<file path="config.mk">
export PLATFORM = sky130hd
export DESIGN_NAME = mul_ctrl
export DESIGN_NICKNAME = d
export VERILOG_FILES = /design/src/rtl/mul_pkg.sv /design/src/rtl/mul_negate.sv /design/src/rtl/mul_ctrl.sv
export SDC_FILE = /design/constraint.sdc
export NUM_CORES = 1
export LEC_CHECK = 0
export CAP_MARGIN = 10
export CORE_MARGIN = 1.5
export CORE_UTILIZATION = 46
export DETAILED_ROUTE_END_ITERATION = 8
export HOLD_SLACK_MARGIN = 0.06
export PLACE_DENSITY = 0.77
export SKIP_LAST_GASP = 1
export SYNTH_ARGS = -nofsm -noshare
export SYNTH_HDL_FRONTEND = slang
export SYNTH_SLANG_ARGS = --single-unit
</file>
<file path="constraint.sdc">
create_clock -name clk -period 2.9 [get_ports clk]
set_input_delay 0.58 -clock clk [delete_from_list [all_inputs] [get_ports clk]]
set_output_delay 0.58 -clock clk [all_outputs]
set_load 0.01 [all_outputs]
</file>
<file path="src/rtl/mul_pkg.sv">
// Shared types and helpers for the multiply controller: op encoding, FSM states,
// multiplier latency and the operand-signedness / result-selection rules.
package mul_pkg;

  localparam int MUL_LATENCY = 64;

  typedef enum logic [1:0] {
    OP_MUL    = 2'b00,
    OP_MULH   = 2'b01,
    OP_MULHSU = 2'b10,
    OP_MULHU  = 2'b11
  } mul_op_e;

  typedef enum logic [2:0] {
    IDLE  = 3'd0,
    ISSUE = 3'd1,
    WAIT  = 3'd2,
    FIX   = 3'd3,
    DONE  = 3'd4,
    DRAIN = 3'd5
  } mul_state_e;

  // Word form always multiplies zero-extended halves, so it is never signed.
  function automatic logic src1_signed(input mul_op_e op, input logic op_w);
    return !op_w && (op == OP_MULH || op == OP_MULHSU);
  endfunction

  function automatic logic src2_signed(input mul_op_e op, input logic op_w);
    return !op_w && (op == OP_MULH);
  endfunction

  function automatic logic [63:0] mul_select(input mul_op_e op, input logic op_w,
                                             input logic [127:0] prod);
    logic [63:0] sel;
    if (op_w)
      sel = {{32{prod[31]}}, prod[31:0]};
    else if (op == OP_MUL)
      sel = prod[63:0];
    else
      sel = prod[127:64];
    return sel;
  endfunction

endpackage

</file>
<file path="src/rtl/mul_negate.sv">
// Conditional two's-complement negation; gives |x| for a signed operand and
// restores the sign of the unsigned product.
module mul_negate
  import mul_pkg::*;
#(
  parameter int W = 128
) (
  input  logic [W-1:0] i_data,
  input  logic         i_neg,
  output logic [W-1:0] o_data
);

  logic [W-1:0] w_one;
  assign w_one  = {{(W-1){1'b0}}, 1'b1};
  // The most negative value maps to itself, which reads correctly as unsigned 2^(W-1).
  assign o_data = i_neg ? (~i_data + w_one) : i_data;

endmodule

</file>
<file path="src/rtl/mul_ctrl.sv">
// Sequencer wrapping an unsigned 64-cycle shift-add multiplier to provide the
// RISC-V MUL/MULH/MULHSU/MULHU/MULW family with valid/ready handshakes.
module mul_ctrl
  import mul_pkg::*;
(
  input  logic        clk,
  input  logic        rst,
  input  logic        in_valid,
  output logic        in_ready,
  input  logic [1:0]  op,
  input  logic        op_w,
  input  logic [63:0] src1,
  input  logic [63:0] src2,
  input  logic        flush,
  output logic        out_valid,
  input  logic        out_ready,
  output logic [63:0] out_data,
  output logic        mul_valid,
  output logic [63:0] multiplicand,
  output logic [63:0] multiplier,
  input  logic        mul_out_valid,
  input  logic [63:0] result_h,
  input  logic [63:0] result_l
);

  mul_op_e      w_op;
  logic [63:0]  w_src1_m;
  logic [63:0]  w_src2_m;
  logic         w_neg1;
  logic         w_neg2;
  logic [63:0]  w_abs1;
  logic [63:0]  w_abs2;
  logic         w_zero;
  logic [127:0] w_prod_fixed;

  mul_state_e   r_state;
  logic         r_in_ready;
  logic         r_out_valid;
  logic [63:0]  r_out_data;
  logic         r_mul_valid;
  logic [63:0]  r_multiplicand;
  logic [63:0]  r_multiplier;
  logic [127:0] r_prod;
  logic         r_neg;
  mul_op_e      r_op;
  logic         r_op_w;

  assign w_op     = mul_op_e'(op);
  assign w_src1_m = op_w ? {32'd0, src1[31:0]} : src1;
  assign w_src2_m = op_w ? {32'd0, src2[31:0]} : src2;
  assign w_neg1   = src1_signed(w_op, op_w) && w_src1_m[63];
  assign w_neg2   = src2_signed(w_op, op_w) && w_src2_m[63];
  assign w_zero   = (w_src1_m == 64'd0) || (w_src2_m == 64'd0);

  mul_negate #(.W(64)) u_abs1 (
    .i_data (w_src1_m),
    .i_neg  (w_neg1),
    .o_data (w_abs1)
  );

  mul_negate #(.W(64)) u_abs2 (
    .i_data (w_src2_m),
    .i_neg  (w_neg2),
    .o_data (w_abs2)
  );

  mul_negate #(.W(128)) u_prod_sign (
    .i_data (r_prod),
    .i_neg  (r_neg),
    .o_data (w_prod_fixed)
  );

  always_ff @(posedge clk) begin
    if (rst) begin
      r_state        <= IDLE;
      r_in_ready     <= 1'b1;
      r_out_valid    <= 1'b0;
      r_out_data     <= 64'd0;
      r_mul_valid    <= 1'b0;
      r_multiplicand <= 64'd0;
      r_multiplier   <= 64'd0;
      r_prod         <= 128'd0;
      r_neg          <= 1'b0;
      r_op           <= OP_MUL;
      r_op_w         <= 1'b0;
    end else begin
      r_mul_valid <= 1'b0;
      case (r_state)
        IDLE: begin
          if (in_valid && r_in_ready && !flush) begin
            r_op       <= w_op;
            r_op_w     <= op_w;
            r_neg      <= w_neg1 ^ w_neg2;
            r_in_ready <= 1'b0;
            if (w_zero) begin
              r_out_data  <= 64'd0;
              r_out_valid <= 1'b1;
              r_state     <= DONE;
            end else begin
              r_multiplicand <= w_abs1;
              r_multiplier   <= w_abs2;
              r_mul_valid    <= 1'b1;
              r_state        <= ISSUE;
            end
          end
        end
        ISSUE: begin
          r_state <= flush ? DRAIN : WAIT;
        end
        WAIT: begin
          // A flush coinciding with the result pulse has nothing left to drain.
          if (flush) begin
            if (mul_out_valid) begin
              r_state    <= IDLE;
              r_in_ready <= 1'b1;
            end else begin
              r_state <= DRAIN;
            end
          end else if (mul_out_valid) begin
            r_prod  <= {result_h, result_l};
            r_state <= FIX;
          end
        end
        FIX: begin
          if (flush) begin
            r_state    <= IDLE;
            r_in_ready <= 1'b1;
          end else begin
            r_out_data  <= mul_select(r_op, r_op_w, w_prod_fixed);
            r_out_valid <= 1'b1;
            r_state     <= DONE;
          end
        end
        DONE: begin
          if (flush || out_ready) begin
            r_out_valid <= 1'b0;
            r_in_ready  <= 1'b1;
            r_state     <= IDLE;
          end
        end
        DRAIN: begin
          if (mul_out_valid) begin
            r_in_ready <= 1'b1;
            r_state    <= IDLE;
          end
        end
        default: begin
          r_state     <= IDLE;
          r_in_ready  <= 1'b1;
          r_out_valid <= 1'b0;
        end
      endcase
    end
  end

  assign in_ready     = r_in_ready;
  assign out_valid    = r_out_valid;
  assign out_data     = r_out_data;
  assign mul_valid    = r_mul_valid;
  assign multiplicand = r_multiplicand;
  assign multiplier   = r_multiplier;

endmodule

</file>
# [After elaboration in Yosys (flattened, before gate mapping)]
# Index checks and enable logic that the tools add are counted.
[word_totals] register_bits=330 in_bits=265 out_inout_bits=195 elab_cells=97
[op_classes] add_sub_neg=3 n_eq_ne=15 muxes=33 bitwise=10 n_reduce_logical=25
[op_table] cell="$mux W64" count=9
[op_table] cell="$add A128 B1 Y128 const B" count=1
[op_table] cell="$add A64 B1 Y64 const B" count=2
[op_table] cell="$logic_not A64 Y1" count=2
[op_table] cell="$mux W128" count=1
[op_table] cell="$not A128 Y128" count=1
[op_table] cell="$not A64 Y64" count=2
[op_table] cell="$pmux W64 S2" count=1
[op_table] cell="$mux W3" count=9
[op_table] cell="$pmux W3 S6" count=1
[op_table] cell="$ne A2 B2 Y1 const B" count=7
[op_table] cell="$mux W1" count=10
[op_table] cell="$reduce_and A5 Y1" count=2
[op_table] cell="$reduce_and A4 Y1" count=2
[op_table] cell="$eq A3 B2 Y1 const B" count=2
[op_table] cell="$eq A3 B3 Y1 const B" count=2
[op_table] cell="$logic_and A1 B1 Y1" count=6
[op_table] cell="$not A1 Y1" count=6
[op_table] cell="$pmux W1 S6" count=1
[op_table] cell="$reduce_and A3 Y1" count=2
[op_table] cell="$reduce_or A3 Y1" count=2
[op_table] cell="$pmux W1 S4" count=1
[op_table] cell="$eq A3 B1 Y1 const B" count=1
[op_table] cell="$logic_not A3 Y1" count=1
[op_table] cell="other kinds (9)" count=12

# [Longest topological paths before layout]
# Gate-level depths: netlist of run 1.
[depth] word_depth=7 depth_mapped=11

# [Cells and area by module]
# Synthesis of run 1 repeated with hierarchy kept, for this count alone.
[unflattened] cells_unflattened=2378 area_unflattened_um2=20149.3
[modules_own_cells] module="mul_ctrl" instances=1 cells_per_inst=1446 area_each_um2=13545.5 seq_area_each_um2=6606.3
[modules_own_cells] module="mul_negate at u_prod_sign" instances=1 cells_per_inst=520 area_each_um2=3305.7 seq_area_each_um2=0.0
[modules_own_cells] module="mul_negate at u_abs1 ..." instances=2 cells_per_inst=206 area_each_um2=1649.1 seq_area_each_um2=0.0

# [Worst setup path after synthesis of run 1]
# No wires, ideal clock.
[synth_path] path_type="input to register" startpoint="input port src1[32]" endpoint="register r_out_data[12], in the netlist out_data[12]" setup_ps=122 t_arrival_ps=2999 required_time_ps=2778 slack_ps=-220 stages=7 path_cell_list="nor4_1 > nand3_1 > o41ai_1 > a32o_1 > a211oi_2 > clkbuf_1 > a221o_1"
[synth_via] elab_chain_len=5
[synth_lines] element="start: declaration" line="mul_ctrl.sv:12" source="input logic [63:0] src1,"
[synth_lines] element="$mux W64" line="mul_ctrl.sv:49" source="assign w_src1_m = op_w ? {32'd0, src1[31:0]} : src1;"
[synth_lines] element="$logic_not A64 Y1" line="mul_ctrl.sv:53" source="assign w_zero = (w_src1_m == 64'd0) || (w_src2_m == 64'd0);"
[synth_lines] element="$logic_or A1 B1 Y1" line="mul_ctrl.sv:53"
[synth_lines] element="$ne A2 B2 Y1 (no source line)"
[synth_lines] element="$reduce_and A4 Y1 (no source line)"
[synth_lines] element="end signal: assignment" line="mul_ctrl.sv:129" source="r_out_data <= mul_select(r_op, r_op_w, w_prod_fixed);"
[synth_lines] element="end: declaration" line="mul_ctrl.sv:39" source="logic [63:0] r_out_data;"
# Every way passes these cells.
# A chain may end at the register's enable or synchronous reset.

# [Worst setup path after layout of run 1]
[layout_path] startpoint="register r_prod[48]" endpoint="register r_out_data[58], in the netlist out_data[58]"
[layout_via] elab_chain_len=7
[layout_lines] element="start: declaration" line="mul_ctrl.sv:43" source="logic [127:0] r_prod;"
[layout_lines] element="start signal: assignment" line="mul_ctrl.sv:120" source="r_prod <= {result_h, result_l};"
[layout_lines] element="$not A128 Y128" line="mul_negate.sv:16" source="assign o_data = i_neg ? (~i_data + w_one) : i_data;"
[layout_lines] element="$add A128 B1 Y128" line="mul_negate.sv:16"
[layout_lines] element="$mux W128" line="mul_negate.sv:16"
[layout_lines] element="$mux W64" line="mul_pkg.sv:37" source="else if (op == OP_MUL)"
[layout_lines] element="$mux W64" line="mul_pkg.sv:35" source="if (op_w)"
[layout_lines] element="$mux W64" line="mul_ctrl.sv:125" source="if (flush) begin"
[layout_lines] element="$pmux W64 S2" line="mul_ctrl.sv:88" source="case (r_state)"
# Every way passes these cells. The select of a mux whose other input is x is not followed.

==> results.sh, run 1 <==
export IMPL_outcome="finished with violations"
export IMPL_failing_checks="negative setup slack"
export IMPL_worstPathMaxFanout=4
export IMPL_routability_congestion_estimate_from_global_placement=1.02
export IMPL_routed_wire_length_per_instance_um=23.8
export IMPL_synth_cells_most_frequent="sky130_fd_sc_hd__nand2_1 (468), sky130_fd_sc_hd__dfxtp_1 (330), sky130_fd_sc_hd__a21oi_1 (275)"
export IMPL_drt_antenna_net_count=0
export IMPL_globalRouteTotalUtil_pct=43.4
export IMPL_layout_stage_area_growth_over_the_synthesis_result_pct=56.7
export IMPL_clk_pin_slew_ns=0.06
export IMPL_num_nets_final=3861
export IMPL_place_ws_ns=-0.686
export IMPL_slew_limit_fails=0
export IMPL_dieHeight_um=210
export IMPL_worst_clock_skew_ns=0.0202
export IMPL_clk_latency_ns=0.57
export IMPL_final_layout_size_suffix_gt1_share_pct=21.9
export IMPL_vias=25900
export IMPL_globalRouteOverflowTotal=0
export IMPL_mappedNetlistArea_um2=19800
export IMPL_maxcap_viol_count=0
export IMPL_drcViolationCount=0
export IMPL_min_delay_path_class="in2reg"
export IMPL_synth_net_count=2980
export IMPL_boundaryPins=460
export IMPL_yosys_area_top_type_share_pct=33.4
export IMPL_period_needed_ns=2.94
export IMPL_worst_setup_path_start_kind="flip-flop"
export IMPL_max_freq_mhz=341
export IMPL_max_vdd_ir_drop_mv=0.405
export IMPL_ctsHoldBuffers=0
export IMPL_synth_mux_area_fraction_pct=1.57
export IMPL_largest_net_degree_at_the_start_of_global_routing=129
export IMPL_grt_antenna_before_repair=18
export IMPL_yosysWarningCount=0
export IMPL_hold_viol=0
export IMPL_main_combinational_cell_family_by_area_after_synthesis="simple AND/OR/NAND/NOR gates"
export IMPL_setup_violations_final=3
export IMPL_cts_buffers_inserted=38
export IMPL_synth_most_common_cell="sky130_fd_sc_hd__nand2_1"
export IMPL_tightestPinTransition_ns=0.695
export IMPL_arrival_ns=3.44
export IMPL_route_final_wire_length_mm=99.2
export IMPL_synthXorXnorAreaFrac_pct=6.87
export IMPL_final_period_utilization_pct=101
export IMPL_syn_instance_count=2711
export IMPL_cts_buffer_depth=3
export IMPL_core_rowCount=75
export IMPL_synth_edf_count=0
export IMPL_grt_pass1_vias=25000
export IMPL_fin_ws_ns=-0.0368
export IMPL_crit_type="reg2reg"
export IMPL_drt_first_pass_iters=6
export IMPL_unrepaired_setup_endpoints_after_global_routing="yes"
export IMPL_yosys_register_bits=330
export IMPL_fp_coreArea_um2=42100
export IMPL_cellPowerDensity_nw_per_um2=636
export IMPL_cts_sinks=330
export IMPL_port_buffer_count=459
export IMPL_initial_util_pct=46.9
export IMPL_max_slew_margin_pct=53.5
export IMPL_vias_per_cell=6.21
export IMPL_ctsHtreeMaxLevel=2
export IMPL_worstPathRequired_ns=3.41
export IMPL_synthTopCellsByArea="sky130_fd_sc_hd__dfxtp_1 (33%), sky130_fd_sc_hd__nand2_1 (8.9%), sky130_fd_sc_hd__a21oi_1 (7.0%)"
export IMPL_cts_root_buf="sky130_fd_sc_hd__clkbuf_16"
export IMPL_drt_initial_drc_count=2763
export IMPL_setup_worst_path_end_class="flip-flop"
export IMPL_synth_compound_area_share_pct=23.1
export IMPL_utilization_pct=73.5
export IMPL_synth_distinct_cells=81
export IMPL_die_width_um=210
export IMPL_grt_first_pass_wirelength_mm=148
export IMPL_yosys_area_share_adder_pct=0.253
export IMPL_netlist_top_cell_by_area="sky130_fd_sc_hd__dfxtp_1"
export IMPL_yosys_area_share_simple_pct=29.9
export IMPL_ys_seq_area_share_pct=33.4
export IMPL_syn_avg_cell_area_um2=7.29
export IMPL_tritoncts="yes"
export IMPL_most_common_flop_cell_mapped_by_yosys="sky130_fd_sc_hd__dfxtp_1"
export IMPL_p_leak_nw=12.2
export IMPL_dp_hpwl_mm=75.4
export IMPL_floorplan_die_area_um2=44200
export IMPL_synthArstFlopShare_pct=0
layout make-up:
| cell class | instances | area (um2) |
|---|---|---|
| Clock inverter | 18 | 274 |
| Fill cell | 3266 | 11200 |
| Clock buffer | 50 | 1050 |
| Timing Repair Buffer | 1046 | 9340 |
| Multi-Input combinational cell | 2146 | 12900 |
| Tap cell | 539 | 674 |
| Antenna cell | 14 | 35.0 |
| Inverter | 30 | 113 |
| Sequential cell | 330 | 6620 |
registers in the layout, indices dropped and copies added (netlist names):
name	cells
r_op_w	1
multiplier	64
r_state	3
in_ready	1
r_neg	1
mul_valid	1
r_op	2
multiplicand	64
r_prod	128
out_valid	1
out_data	64
worst max-delay path, stage by stage (launching register included):
cell and delay (ns):
sky130_fd_sc_hd__dfxtp_1 0.31, sky130_fd_sc_hd__or4_4 0.54, sky130_fd_sc_hd__or4_4 0.56, sky130_fd_sc_hd__or2_4 0.27, sky130_fd_sc_hd__or4_4 0.49, sky130_fd_sc_hd__o31ai_4 0.20
sky130_fd_sc_hd__mux2i_1 0.22, sky130_fd_sc_hd__buf_4 0.16, sky130_fd_sc_hd__a22o_1 0.12
cells by family after synthesis:
logic type / Yosys count
simple gates: 1233
compound gates: 723
flops: 330
buf+inv: 236
xor+xnor: 155
mux: 30
fa+ha+maj: 4
where the power goes:
part	internal [mW]	switching, mW	total (mW)
combinational	4.14	4.97	9.11
clock	3.17	2.11	5.28
sequential	4.94	0.368	5.31
what timing repair did:
| action | CTS | global route |
|---|---|---|
| gates resized for setup | 49 | 87 |
| pin swaps | 11 | 35 |
| endpoints found under the setup margin | 165 | 85 |
| gates cloned | 4 | 1 |
| setup buffers | 4 | 10 |
routing by layer:
layer / track usage [%] / wire length (um)
met1: 51.8 / 36700
met2: 70.3 / 45200
met3: 9.92 / 10400
met4: 27.8 / 6880
met5: 0 / 60
worst paths after layout:
kind | slack, ns | startpoint | to | cells after the start
max | -0.04 | r_prod[48] | out_data[58] | 8
min | 0.37 | rst | r_prod[87] | 2
max reg2reg | -0.04 | r_prod[48] | out_data[58] | 8
min reg2reg | 0.44 | out_data[3] | out_data[3] | 2
stage by stage:
stage                     hold slack (ns)  std cells  instance area, um2  power (mW)  setup TNS, ns
after global placement              0.432       4073               28800        13.5        -108.93
final                               0.373       4173               31000        19.7        -0.0690
after floorplan                     0.449       2711               19900        9.02         -0.127
after CTS                           0.358       4148               30500        19.1         -0.110
after detailed placement            0.433       4073               28800        13.6        -115.84
after global routing                0.376       4172               31000        20.3         -0.313
cells in the final DEF, fill, tap and decap left out, types with 14 or more instances in the layout:
master	n
sky130_fd_sc_hd__a21oi_1	271
sky130_fd_sc_hd__or4_1	30
sky130_fd_sc_hd__inv_1	29
sky130_fd_sc_hd__nor3_1	99
sky130_fd_sc_hd__nor2_1	244
sky130_fd_sc_hd__nand4_1	36
sky130_fd_sc_hd__clkbuf_16	39
sky130_fd_sc_hd__nand3_1	71
sky130_fd_sc_hd__or4_4	25
sky130_fd_sc_hd__dfxtp_1	325
sky130_fd_sc_hd__nor2b_1	15
sky130_fd_sc_hd__nor4_1	60
sky130_fd_sc_hd__xnor2_1	82
sky130_fd_sc_hd__buf_12	15
sky130_fd_sc_hd__o21ai_0	127
sky130_fd_sc_hd__diode_2	14
sky130_fd_sc_hd__a31oi_1	35
sky130_fd_sc_hd__or3_1	39
sky130_fd_sc_hd__mux2i_1	22
sky130_fd_sc_hd__a211oi_1	73
sky130_fd_sc_hd__xor2_1	72
sky130_fd_sc_hd__clkdlybuf4s50_1	442
sky130_fd_sc_hd__a22o_1	15
sky130_fd_sc_hd__buf_4	557
sky130_fd_sc_hd__nand2_1	468
sky130_fd_sc_hd__and3_1	19
sky130_fd_sc_hd__o31ai_1	33
sky130_fd_sc_hd__o41ai_1	25
Note: power is estimated with default switching activity, not from simulation.
==> inputs of run 2 (changes only) <==
CTS_CLUSTER_DIAMETER = 120   (was not set)
RECOVER_POWER = 25   (was not set)
==> results.sh, run 2 (same netlist as run 1, synthesis figures left out) <==
export IMPL_grt_antenna_before_repair=18
export IMPL_drt_initial_drc_count=2737
export IMPL_final_period_utilization_pct=101
export IMPL_seqCellArea_um2=6620
export IMPL_port_buffer_count=459
export IMPL_setup_worst_path_end_class="flip-flop"
export IMPL_drt_first_pass_iters=9
export IMPL_globalRouteTotalUtil_pct=43.4
export IMPL_route_final_wire_length_mm=99.3
export IMPL_outcome="finished with violations"
export IMPL_unrepaired_setup_endpoints_after_global_routing="yes"
export IMPL_max_slew_margin_pct=-0.130
export IMPL_cts_root_buf="sky130_fd_sc_hd__clkbuf_16"
export IMPL_finalPower_mw=19.6
export IMPL_slew_limit_fails=39
export IMPL_worstPathRequired_ns=3.41
export IMPL_maxcap_viol_count=0
export IMPL_period_needed_ns=2.93
export IMPL_clk_pin_slew_ns=0.06
export IMPL_cts_sinks=330
export IMPL_hold_viol=0
export IMPL_worst_path_buf_inv=1
export IMPL_fill_cell_total_of_the_finished_layout=3268
export IMPL_largest_net_degree_at_the_start_of_global_routing=129
export IMPL_max_vdd_ir_drop_mv=0.405
export IMPL_boundaryPins=460
export IMPL_layout_cells_most_common_list="sky130_fd_sc_hd__buf_4 (556), sky130_fd_sc_hd__nand2_1 (468), sky130_fd_sc_hd__clkdlybuf4s50_1 (362), sky130_fd_sc_hd__dfxtp_1 (325), sky130_fd_sc_hd__a21oi_1 (271)"
export IMPL_cell_area_after_placement_um2=28800
export IMPL_final_layout_size_suffix_gt1_share_pct=21.9
export IMPL_worst_clock_skew_ns=0.0168
export IMPL_worst_path_most_repeated_cell="sky130_fd_sc_hd__or4_4"
export IMPL_cts_buffers_inserted=38
export IMPL_crit_path_max_incr_delay_ns=0.56
export IMPL_floorplan_die_area_um2=44200
export IMPL_cts_buffer_depth=3
export IMPL_max_freq_mhz=341
export IMPL_dp_hpwl_mm=75.4
export IMPL_die_width_um=210
export IMPL_initial_util_pct=46.9
export IMPL_top_register="r_prod"
export IMPL_arrival_ns=3.44
export IMPL_crit_type="reg2reg"
export IMPL_p_leak_nw=12.5
export IMPL_dieHeight_um=210
export IMPL_critical_path_slowest_cell="sky130_fd_sc_hd__or4_4"
export IMPL_vias=26000
export IMPL_vias_per_cell=6.22
export IMPL_ctsHtreeMaxLevel=2
export IMPL_routed_wire_length_per_instance_um=23.8
export IMPL_fin_ws_ns=-0.0338
export IMPL_globalRouteOverflowTotal=0
export IMPL_layout_stage_area_growth_over_the_synthesis_result_pct=56.7
export IMPL_setup_violations_final=3
export IMPL_clk_latency_ns=0.57
export IMPL_final_common_cell="sky130_fd_sc_hd__buf_4"
export IMPL_finish_instance_area_um2=30900
export IMPL_tritoncts="yes"
export IMPL_worst_setup_path_start_kind="flip-flop"
export IMPL_core_rowCount=75
export IMPL_worstPathCellList="or4_4 > or4_4 > or2_4 > or4_4 > o31ai_4 > mux2i_1 > buf_4 > a22o_1"
export IMPL_drcViolationCount=0
export IMPL_routability_congestion_estimate_from_global_placement=1.02
export IMPL_failing_checks="max-slew violations, negative setup slack"
export IMPL_fp_coreArea_um2=42100
export IMPL_cellPowerDensity_nw_per_um2=635
export IMPL_num_nets_final=3861
export IMPL_worstPathMaxFanout=4
export IMPL_min_delay_path_class="in2reg"
export IMPL_grt_pass1_vias=25000
export IMPL_path_delay_family="simple AND/OR/NAND/NOR gates"
export IMPL_ctsHoldBuffers=0
export IMPL_largest_reg_flops=128
export IMPL_drt_antenna_net_count=0
export IMPL_tightestPinTransition_ns=1.50
export IMPL_grt_first_pass_wirelength_mm=148
export IMPL_utilization_pct=73.4
export IMPL_area_of_combinational_cells_with_multiple_inputs_um2=12900
==> run 2: cell count changes in the layout (fill, tap and decap cells not counted), sizes merged <==
cell           delta
buf               -2
clkdlybuf4s50    -80
clkbuf            +2
dlygate4sd3      +80
==> run 2: timing repair <==
item                                    4_1_cts  5_1_grt
cloned                                        4        1
gates resized for setup                      49       87
setup buffers                                 4       10
pin swaps                                    11       35
endpoints found under the setup margin      165       85
==> run 2: final timing paths <==
kind / startpoint / end / slack, ns / depth (start not counted)
worst max register to register: r_prod[48] / out_data[58] / -0.03 / 8
worst max-delay path: r_prod[48] / out_data[58] / -0.03 / 8
worst min-delay path: rst / r_prod[87] / 0.37 / 2
worst min register to register: out_data[3] / out_data[3] / 0.44 / 2
==> run 2: final cells by class <==
class / count / share of cell area, %
Multi-Input combinational cell: 2146 / 41.6
Inverter: 30 / 0.364
Tap cell: 539 / 2.18
Sequential cell: 330 / 21.4
Clock inverter: 18 / 0.885
Clock buffer: 50 / 3.38
Timing Repair Buffer: 1046 / 30.1
Antenna cell: 14 / 0.113
==> run 2: routing by layer <==
metal | wire (um) | track usage, %
met1 | 36900 | 51.8
met2 | 45200 | 70.3
met3 | 10200 | 9.92
met4 | 6920 | 27.8
met5 | 57 | 0
==> run 2: metrics by stage <==
| step | setup TNS [ns] | setup WS [ns] | std cells | hold WS [ns] |
|---|---|---|---|---|
| floorplan | -0.127 | -0.0425 | 2711 | 0.449 |
| finish | -0.0648 | -0.0338 | 4173 | 0.372 |
| CTS | -0.110 | -0.0613 | 4148 | 0.358 |
| global route | -0.313 | -0.0742 | 4172 | 0.376 |
| detailed placement | -115.84 | -0.686 | 4073 | 0.433 |
| global placement | -108.93 | -0.667 | 4073 | 0.432 |
==> run 2: where the power goes <==
part / switching (mW) / internal (mW)
clock: 2.11 / 3.17
sequential: 0.361 / 4.94
combinational: 4.96 / 4.09
total: 7.43 / 12.2
